File: src/rtl/fifo_v2_pkg.sv
// fifo_v2 shared constants and helpers.
// Build option: FIFO_V2_ERR_FLAGS_EN adds overflow/underflow outputs.
package fifo_v2_pkg;

  localparam int DATA_WIDTH_DEF = 8;
  localparam int ADDR_WIDTH_DEF = 4;

  typedef enum logic [1:0] {
    OP_IDLE = 2'b00,
    OP_WR   = 2'b01,
    OP_RD   = 2'b10,
    OP_RW   = 2'b11
  } op_e;

  function automatic op_e op_decode(
    input logic wr,
    input logic rd
  );
    op_e op;
    op = OP_IDLE;
    unique case (1'b1)
      (wr && rd):  op = OP_RW;
      (wr && !rd): op = OP_WR;
      (!wr && rd): op = OP_RD;
      default:     op = OP_IDLE;
    endcase
    return op;
  endfunction

endpackage

File: src/rtl/fifo_v2_mem.sv
// fifo_v2 storage: register array, one sync write port,
// one sync read port with a resettable output register.
module fifo_v2_mem
  import fifo_v2_pkg::*;
#(
  parameter int DATA_WIDTH = DATA_WIDTH_DEF,
  parameter int ADDR_WIDTH = ADDR_WIDTH_DEF
) (
  input  logic                  clk,
  input  logic                  rst,
  input  logic                  wr_en,
  input  logic [ADDR_WIDTH-1:0] wr_addr,
  input  logic [DATA_WIDTH-1:0] wr_data,
  input  logic                  rd_en,
  input  logic [ADDR_WIDTH-1:0] rd_addr,
  output logic [DATA_WIDTH-1:0] rd_data
);

  localparam int DEPTH = 1 << ADDR_WIDTH;

  logic [DATA_WIDTH-1:0] mem [DEPTH];

  always_ff @(posedge clk) begin
    if (wr_en) begin
      mem[wr_addr] <= wr_data;
    end
  end

  // rd_data holds whenever no read is accepted
  always_ff @(posedge clk) begin
    if (rst) begin
      rd_data <= '0;
    end else if (rd_en) begin
      rd_data <= mem[rd_addr];
    end
  end

endmodule

File: src/rtl/fifo_v2.sv
// fifo_v2: synchronous FIFO, pointer and flag control.
// Build option: FIFO_V2_ERR_FLAGS_EN adds overflow/underflow outputs.
module fifo_v2
  import fifo_v2_pkg::*;
#(
  parameter int DATA_WIDTH = DATA_WIDTH_DEF,
  parameter int ADDR_WIDTH = ADDR_WIDTH_DEF
) (
  input  logic                  clk,
  input  logic                  rst,
  input  logic [DATA_WIDTH-1:0] data_in,
  input  logic                  write_enable,
  input  logic                  read_enable,
  output logic [DATA_WIDTH-1:0] data_out,
  output logic                  full,
  output logic                  empty
`ifdef FIFO_V2_ERR_FLAGS_EN
  ,
  output logic                  overflow,
  output logic                  underflow
`endif
);

  localparam logic [ADDR_WIDTH:0] PTR_ONE =
    {{ADDR_WIDTH{1'b0}}, 1'b1};

  logic [ADDR_WIDTH:0] wr_ptr;
  logic [ADDR_WIDTH:0] rd_ptr;
  logic                wr_acc;
  logic                rd_acc;
  op_e                 op;

  // flags depend only on pointer registers
  assign empty = (wr_ptr == rd_ptr);
  assign full  =
    (wr_ptr[ADDR_WIDTH-1:0] == rd_ptr[ADDR_WIDTH-1:0]) &&
    (wr_ptr[ADDR_WIDTH] != rd_ptr[ADDR_WIDTH]);

  assign wr_acc = write_enable && !full && !rst;
  assign rd_acc = read_enable && !empty && !rst;
  assign op     = op_decode(wr_acc, rd_acc);

  always_ff @(posedge clk) begin
    if (rst) begin
      wr_ptr <= '0;
      rd_ptr <= '0;
    end else begin
      unique case (op)
        OP_WR: wr_ptr <= wr_ptr + PTR_ONE;
        OP_RD: rd_ptr <= rd_ptr + PTR_ONE;
        OP_RW: begin
          wr_ptr <= wr_ptr + PTR_ONE;
          rd_ptr <= rd_ptr + PTR_ONE;
        end
        default: ;
      endcase
    end
  end

`ifdef FIFO_V2_ERR_FLAGS_EN
  always_ff @(posedge clk) begin
    if (rst) begin
      overflow  <= 1'b0;
      underflow <= 1'b0;
    end else begin
      overflow  <= write_enable && full;
      underflow <= read_enable && empty;
    end
  end
`endif

  fifo_v2_mem #(
    .DATA_WIDTH (DATA_WIDTH),
    .ADDR_WIDTH (ADDR_WIDTH)
  ) u_mem (
    .clk     (clk),
    .rst     (rst),
    .wr_en   (wr_acc),
    .wr_addr (wr_ptr[ADDR_WIDTH-1:0]),
    .wr_data (data_in),
    .rd_en   (rd_acc),
    .rd_addr (rd_ptr[ADDR_WIDTH-1:0]),
    .rd_data (data_out)
  );

endmodule

File: config.mk
export PLATFORM = sky130hd
export DESIGN_NAME = fifo_v2
export DESIGN_NICKNAME = d
export VERILOG_FILES = /design/src/rtl/fifo_v2_pkg.sv /design/src/rtl/fifo_v2_mem.sv /design/src/rtl/fifo_v2.sv
export SDC_FILE = /design/constraint.sdc
export NUM_CORES = 1
export LEC_CHECK = 0
export CAP_MARGIN = 20
export CORE_ASPECT_RATIO = 1.5
export CORE_MARGIN = 2
export CORE_UTILIZATION = 60
export DETAILED_ROUTE_END_ITERATION = 10
export GPL_TIMING_DRIVEN = 0
export PLACE_DENSITY_LB_ADDON = 0.2
export SYNTH_ARGS = -nofsm -noshare
export SYNTH_HDL_FRONTEND = slang
export SYNTH_HIERARCHICAL = 1
export SYNTH_SLANG_ARGS = --single-unit
File: constraint.sdc
create_clock -name clk -period 3.4 [get_ports clk]
set_clock_uncertainty 0.2 [all_clocks]
set_input_delay 0.68 -clock clk [delete_from_list [all_inputs] [get_ports clk]]
set_output_delay 0.68 -clock clk [all_outputs]
set_load 0.005 [all_outputs]
== Yosys cells after proc, flatten, opt, wreduce, memory -nomap -nowiden ==
Memories as Yosys holds them, arrays and structs flattened. A register that Yosys moved wholly into a read port is not among the register bits.
Index checks and enable logic that the tools add are counted.
Cells by class
  $add $sub $neg: 2
  equal/unequal tests: 6
  mux-type cells: 3
  reductions and logical operators: 15
Operator list (count)
  $add 5x1->5 const B: 2
  $logic_and 1x1->1: 8
  $pmux 2 s3: 1
  $eq 5x5->1: 1
  $logic_not 1->1: 5
  $eq 2x2->1 const B: 2
  $eq 4x4->1: 1
  $reduce_or 2->1: 2
  $eq 2x1->1 const B: 1
  $mux 1: 2
  $ne 1x1->1: 1
Word-level totals
  bits in registers: 10
  RAM bits: 128
  input bits: 12
  output and inout bits: 10
  logic and storage cells: 29
  memories kept: 1
Memories
  u_mem.mem: words 16, bits a word 8, read ports 1, clocked after memory_dff 1, wr ports 1, RTL line fifo_v2_mem.sv:21  | logic [DATA_WIDTH-1:0] mem [DEPTH];

== Longest topological paths before layout ==
Gate-level depths: netlist (run 1).
  depth after elaboration: 10
  depth in mapped cells: 10
  gate-level depth less buffers: 8

== Modules after synthesis ==
The synthesis (run 1) kept the hierarchy.
By module, submodules not included
  fifo_v2_mem: instances 1, cells each 316, area an instance 5343.9 sq um, sequential area each 4003.8 sq um
  fifo_v2: instances 1, cells each 95, area an instance 725.7 sq um, sequential area each 200.2 sq um

== Worst setup path after synthesis (run 1) ==
No wires, ideal clock.
  kind: input port to flip-flop
  from: in rst
  to: mem u_mem/mem[0][0] in the netlist's numbering, enable pin
  setup time: 0.383 ns
  arrival time: 2.509 ns
  required time: 2.817 ns
  path slack: 0.308 ns
  stages: 5
  buffers on the path: 2
  cell sequence: clkbuf_1 buf_1 nor3b_1 or3b_2 nor3_1
Between the ends
  longest elaborated chain between the ends: 4
RTL lines
  start, declared: RTL line fifo_v2.sv:10  | input logic rst,
  $logic_not 1->1: RTL line fifo_v2.sv:39  | assign wr_acc = write_enable && !full && !rst;
  $logic_and 1x1->1: RTL line fifo_v2.sv:39
  net wr_acc: RTL line fifo_v2.sv:29  | logic wr_acc;
  $mux 1: RTL line fifo_v2_mem.sv:24  | if (wr_en) begin
  $mux 1 (implied by the code): RTL line fifo_v2_mem.sv:25  | mem[wr_addr] <= wr_data;
  end, declared: RTL line fifo_v2_mem.sv:21
The timed path passes the listed nets, and every way through them passes these cells.

== Worst setup path in the final report (run 1) ==
  from: reg wr_ptr[0]
  to: out full
Between the ends
  longest elaborated chain between the ends: 2
RTL lines
  start, declared: RTL line fifo_v2.sv:27  | logic [ADDR_WIDTH:0] wr_ptr;
  start signal, assigned: RTL line fifo_v2.sv:49  | OP_WR: wr_ptr <= wr_ptr + PTR_ONE;
  start signal, assigned: RTL line fifo_v2.sv:52  | wr_ptr <= wr_ptr + PTR_ONE;
  $eq 4x4->1: RTL line fifo_v2.sv:36  | (wr_ptr[ADDR_WIDTH-1:0] == rd_ptr[ADDR_WIDTH-1:0]) &&
  $logic_and 1x1->1: RTL line fifo_v2.sv:36
  end, declared: RTL line fifo_v2.sv:15  | output logic full,
No other way between the ends.

==> results of run 1 <==
[sequential cells by signal, indices dropped and copies added, names as in the netlist]
signal         flops
u_mem/mem        128
wr_ptr             5
rd_ptr             5
u_mem/rd_data      8
[cell usage in the layout (no fill, tap or decap), types with 5 or more instances in the layout]
cell,n
a21oi_1,12
a22oi_1,24
buf_2,9
bufinv_16,7
clkbuf_1,5
clkbuf_16,17
clkdlybuf4s50_1,19
dfxtp_1,18
edfxtp_1,128
mux2i_1,66
nand2_1,31
nand3_1,29
nand4_1,7
nor2_1,17
nor3_1,7
nor3b_1,5
xnor2_1,5
[repair_timing]
action,CTS,global route
setup endpoints to repair,31,23
gates resized for setup,5,0
pin swaps,0,0
[layer usage]
metal  wire, um  track usage, %  vias up
li1           -               -     1677
met1       4945           29.83     1825
met2       6861           44.09      126
met3        718           6.008       19
met4        447           13.54        0
met5          0               0        -
[per-stage QoR]
step                      total power [mW]  setup TNS [ns]
after floorplan                      2.638               0
after global placement               2.956          -61.12
after detailed placement             2.982          -52.52
after CTS                            5.108               0
after global routing                 5.255               0
final                                5.082               0
[logic make-up after synthesis]
| kind of cell | synth area share [%] |
|---|---|
| AO/OA/AOI/OAI | 5.030 |
| XOR/XNOR | 0.8658 |
| adder cells (fa/ha/maj) | 0.4122 |
| buffers and inverters | 3.154 |
| flip-flops | 69.26 |
| multiplexers | 10.88 |
| AND/OR/NAND/NOR | 10.39 |
[layout make-up]
cell class                      count  area share [%]
Inverter                            4          0.2105
Clock buffer                       19           6.068
Sequential cell                   146           58.93
Multi-Input combinational cell    241           23.71
Buffer                             19           2.420
Timing Repair Buffer               23           3.016
Tap cell                          117           2.052
Clock inverter                     13           3.595
[worst reg2reg max path, delay by kind of cell, from the launching register on]
kind | cells | cell delay [ns]
AND/OR/NAND/NOR | 5 | 1.36
buffers and inverters | 3 | 0.61
flip-flops | 1 | 0.60
XOR/XNOR | 1 | 0.14
[worst paths after layout]
kind	start	endpoint	slack [ns]	cells past startpoint
setup reg to reg	wr_ptr[0]	u_mem/mem[0][0]	0.19	9
hold / removal	u_mem/rd_data[6]	u_mem/rd_data[6]	0.25	2
hold reg to reg	u_mem/rd_data[6]	u_mem/rd_data[6]	0.25	2
setup / recovery	wr_ptr[0]	full	0.14	6
[Yosys cell counts (5+ instances only)]
| library cell | count |
|---|---|
| nor3b_1 | 6 |
| a22oi_1 | 24 |
| nor2_1 | 20 |
| nor3_1 | 8 |
| buf_2 | 7 |
| nand3_1 | 29 |
| a21oi_1 | 12 |
| edfxtp_1 | 128 |
| dfxtp_1 | 18 |
| nand2_1 | 31 |
| mux2i_1 | 66 |
| nand4_1 | 7 |
| xnor2_1 | 5 |
[report_power, final]
group          switching, mW  internal (mW)  total, mW
clock network          0.675           1.45       2.13
logic                  0.485          0.333      0.818
registers             0.0957           2.04       2.14
==> results.py, run 1 <==
metrics = {
    "worst_setup_path": {
        "criticalPathCategory": "reg2out",
        "crit_path_start_kind": "flop",
        "cp_num_buf_inv": 3,
        "worstPathRequired_ns": 2.52,
        "cp_max_fo": 13,
        "cpMaxStageDelayCell": "dfxtp_1",
        "worstPathCellList": "xnor2_1 -> nand4_1 -> buf_6 -> buf_4 -> nor2_1 -> clkdlybuf4s50_1",
        "crit_path_max_incr_delay_ns": 0.60,
        "worstPathArrival_ns": 2.38,
        "critical-path-top-delay-family": "buffers and inverters",
        "endpoint_kind": "primary output",
    },
    "synthesis": {
        "ys.flop_type": "edfxtp_1",
        "yosys_warnings": 6,
        "netlist_area_sq_um": 6070,
        "ys_seq_elements": 146,
        "async_reset_ff_share_pct": 0,
        "yosys.area.top_type": "edfxtp_1",
        "syn_area_per_cell_sq_um": 14.77,
        "synthTopCellsByArea": "edfxtp_1 (63%), mux2i_1 (11%), dfxtp_1 (5.9%)",
        "synthesis.nets": 425,
        "synth-edff-count": 128,
        "postSynthCellCount": 411,
        "yosysSeqAreaShare_pct": 69.26,
        "synth_cell_types": 34,
        "synth_top_area_share_pct": 63.33,
    },
    "sta": {
        "hold_viol": 0,
        "holdWs_ns": 0.2523,
        "setup_violations": 0,
        "tightest_slew_ns": 0.9442,
        "worst_slack_ns": 0.1427,
        "finalCritPeriodShare_pct": 95.80,
        "slew_headroom_pct": 36.82,
        "rsz0062_at_grt": "no",
        "max_freq_mhz": 307.0,
        "slew_viol_final": 0,
        "post-route-min-period_ns": 3.257,
    },
    "routing": {
        "drt-total-wl_um": 12970,
        "drc": 0,
        "first_pass_iters": 5,
        "avgViaCountPerCell": 6.266,
        "routedWlPerCell_um": 22.29,
        "ant_nets": 0,
        "drt-initial-drc-count": 234,
        "via_count": 3647,
    },
    "placed_design": {
        "pre_cts_slack_ns": -0.7000,
        "placed_cell_area_sq_um": 6431,
        "placedCellCount": 551,
        "dp_hpwl_um": 8539,
        "finalWeightedCongestion": 0.8006,
        "portBuffers": 19,
    },
    "floorplan": {
        "pin_count": 22,
        "dieArea_sq_um": 10950,
        "die_y_um": 127.2,
        "dieWidth_um": 86.12,
        "core_region_area_sq_um": 9966,
        "start_util_pct": 60.90,
        "rows": 45,
    },
    "grt": {
        "overflow": 0,
        "grt_util_all_layers_pct": 25.78,
        "grt_pass1_wl_um": 20070,
        "antenna_found_initial": 0,
        "grt_max_degree": 17,
        "grt_pass1_vias": 3626,
    },
    "final_layout": {
        "utilization_pct": 71.59,
        "drive_gt1_share_pct": 12.26,
        "n_fill_cell": 645,
        "syn_to_final_growth_pct": 17.54,
        "seqCellArea_sq_um": 4204,
        "final_area_sq_um": 7134,
        "fin_cells": 582,
        "fin_nets": 466,
        "diodes": 0,
        "multi_input_area_sq_um": 1692,
    },
    "power": {
        "peakVddDrop_v": 0.0004841,
        "pwr_density_cell_nw_per_um2": 712.3,
        "p_leak_nw": 2.277,
    },
    "job": {
        "maxCapViolCount": 0,
    },
    "clock_tree": {
        "postCtsHoldBufs": 0,
        "clock_path_buffers": 2,
        "htree_levels": 4,
        "cts_tree": "built",
        "cts_buffers": 17,
        "cts-root-buf": "clkbuf_16",
        "clk_latency_ns": 0.41,
        "post-cts-setup-buffers": 0,
        "path_clk_slew_ns": 0.06,
        "clkSinkCount": 146,
    },
    "worst_hold_path": {
        "hold_path.class": "reg2reg",
    },
    "run_status": {
        "status": "completed",
    },
}
No activity file was read; power rests on OpenSTA's default activity.
==> run 2: changes to the inputs <==
Settings changed: CORE_ASPECT_RATIO 1.5 to 0.8, GPL_TIMING_DRIVEN 0 to unset, PLACE_DENSITY set to 0.78, PLACE_DENSITY_LB_ADDON 0.2 to unset.
==> results.py, run 2 (synthesis gave the netlist of run 1 again) <==
metrics = {
    "run_status": {
        "status": "completed",
    },
    "final_layout": {
        "reg_top3": "u_mem/mem: 128 flops, u_mem/rd_data: 8 flops",
        "final_cell_mix": "edfxtp_1 (128), mux2i_1 (66), nand2_1 (31)",
        "drive_gt1_share_pct": 12.61,
        "top_register": "u_mem/mem",
        "fin_nets": 469,
        "final_common_cell": "edfxtp_1",
        "syn_to_final_growth_pct": 16.80,
        "diodes": 0,
        "largest_register_ffs": 128,
    },
    "routing": {
        "drt-initial-drc-count": 532,
        "first_pass_iters": 6,
        "avgViaCountPerCell": 6.025,
        "via_count": 3639,
        "drt-total-wl_um": 12290,
        "routedWlPerCell_um": 20.35,
        "drc": 0,
        "ant_nets": 0,
    },
    "sta": {
        "worst_slack_ns": 0.3160,
        "tightest_slew_ns": 1.123,
        "max_freq_mhz": 324.3,
        "post-route-min-period_ns": 3.084,
        "setup_violations": 0,
        "finalCritPeriodShare_pct": 90.71,
        "rsz0062_at_grt": "no",
        "holdWs_ns": 0.2536,
        "slew_viol_final": 0,
        "hold_viol": 0,
        "slew_headroom_pct": 25.12,
        "finalSetupTns_ns": 0,
    },
    "grt": {
        "grt_util_all_layers_pct": 25.03,
        "grt_pass1_wl_um": 19130,
        "use_met3_pct": 6.839,
        "use_met1_pct": 37.20,
        "grt_use_met2_pct": 36.63,
        "grt.busiest_layer": "met1",
        "overflow": 0,
        "grt_pass1_vias": 3429,
        "antenna_found_initial": 0,
        "grt_max_degree": 70,
    },
    "clock_tree": {
        "postCtsHoldBufs": 0,
        "clk_latency_ns": 0.42,
        "postCtsResizedCells": 0,
        "cts-root-buf": "clkbuf_16",
        "path_clk_slew_ns": 0.06,
        "clkSinkCount": 146,
        "htree_levels": 4,
        "cts_tree": "built",
        "clock_path_buffers": 2,
        "post-cts-setup-buffers": 0,
        "cts_buffers": 17,
    },
    "worst_setup_path": {
        "worstPathCellList": "xnor2_1 -> nand4_1 -> buf_4 -> nor2_1 -> clkdlybuf4s50_1",
        "worstPathArrival_ns": 2.20,
        "crit_path_max_incr_delay_ns": 0.58,
        "crit_path_start_kind": "flop",
        "cpMaxStageDelayCell": "dfxtp_1",
        "cp_max_fo": 13,
        "worstPathRequired_ns": 2.52,
        "criticalPathCategory": "reg2out",
        "endpoint_kind": "primary output",
    },
    "power": {
        "peakVddDrop_v": 0.0005244,
        "pwr_density_cell_nw_per_um2": 683.5,
        "p_leak_nw": 2.268,
    },
    "floorplan": {
        "dieWidth_um": 116.5,
        "dieArea_sq_um": 10940,
        "rows": 32,
        "pin_count": 22,
        "core_region_area_sq_um": 9729,
        "die_y_um": 93.96,
        "start_util_pct": 62.38,
    },
    "placed_design": {
        "pre_cts_slack_ns": 0.3610,
        "finalWeightedCongestion": 0.8003,
        "portBuffers": 21,
        "dp_hpwl_um": 7690,
    },
    "worst_hold_path": {
        "hold_path.class": "reg2reg",
    },
    "job": {
        "maxCapViolCount": 0,
    },
}
-- run 2: cell types whose count changed in the layout (fill, tap and decap cells not counted), sizes merged --
cell / change
clkbuf: -5
buf: +4
clkinv: +4
bufinv: -3
clkdlybuf4s50: +2
inv: +2
clkinvlp: -1
-- run 2: per-stage QoR --
step,util [%],instances,cell area (sq um),power (mW)
CTS,72.87,604,7089,4.856
global placement,66.37,572,6457,2.875
global route,72.87,604,7089,5.031
finish,72.87,604,7089,4.845
detailed placement,66.37,572,6457,2.907
floorplan,-,411,6070,2.638
-- run 2: report_power, final --
group,switching [mW],internal (mW)
logic,0.427,0.322
registers,0.0925,2.04
clock network,0.727,1.24
total,1.25,3.60
-- run 2: worst paths after layout --
check / to / slack, ns / cells past startpoint / from
worst min register to register: u_mem/rd_data[5] / 0.25 / 2 / u_mem/rd_data[5]
worst max-delay path: empty / 0.32 / 5 / wr_ptr[0]
worst min-delay path: u_mem/rd_data[5] / 0.25 / 2 / u_mem/rd_data[5]
worst max register to register: u_mem/mem[0][1] / 0.56 / 6 / rd_ptr[4]
-- run 2: metal layers --
metal / up-vias / wire (um)
li1: 1685 / -
met1: 1771 / 5228
met2: 172 / 5694
met3: 11 / 1244
met4: 0 / 121
met5: - / 0
-- run 2: critical path: cells and delay by family (launching register included) --
kind	cells	cell delay, ns
flops	1	0.58
buf+inv	2	0.73
xor+xnor	1	0.17
simple gates	2	0.30
-- run 2: area by class of cell --
type / instances / area (sq um)
inverter: 4 / 15.01
multi-input combinational: 241 / 1674
timing repair buffer: 45 / 390.4
sequential: 146 / 4208
clock buffer: 17 / 425.4
fill: 618 / 2640
clock inverter: 15 / 206.4
tap: 136 / 170.2
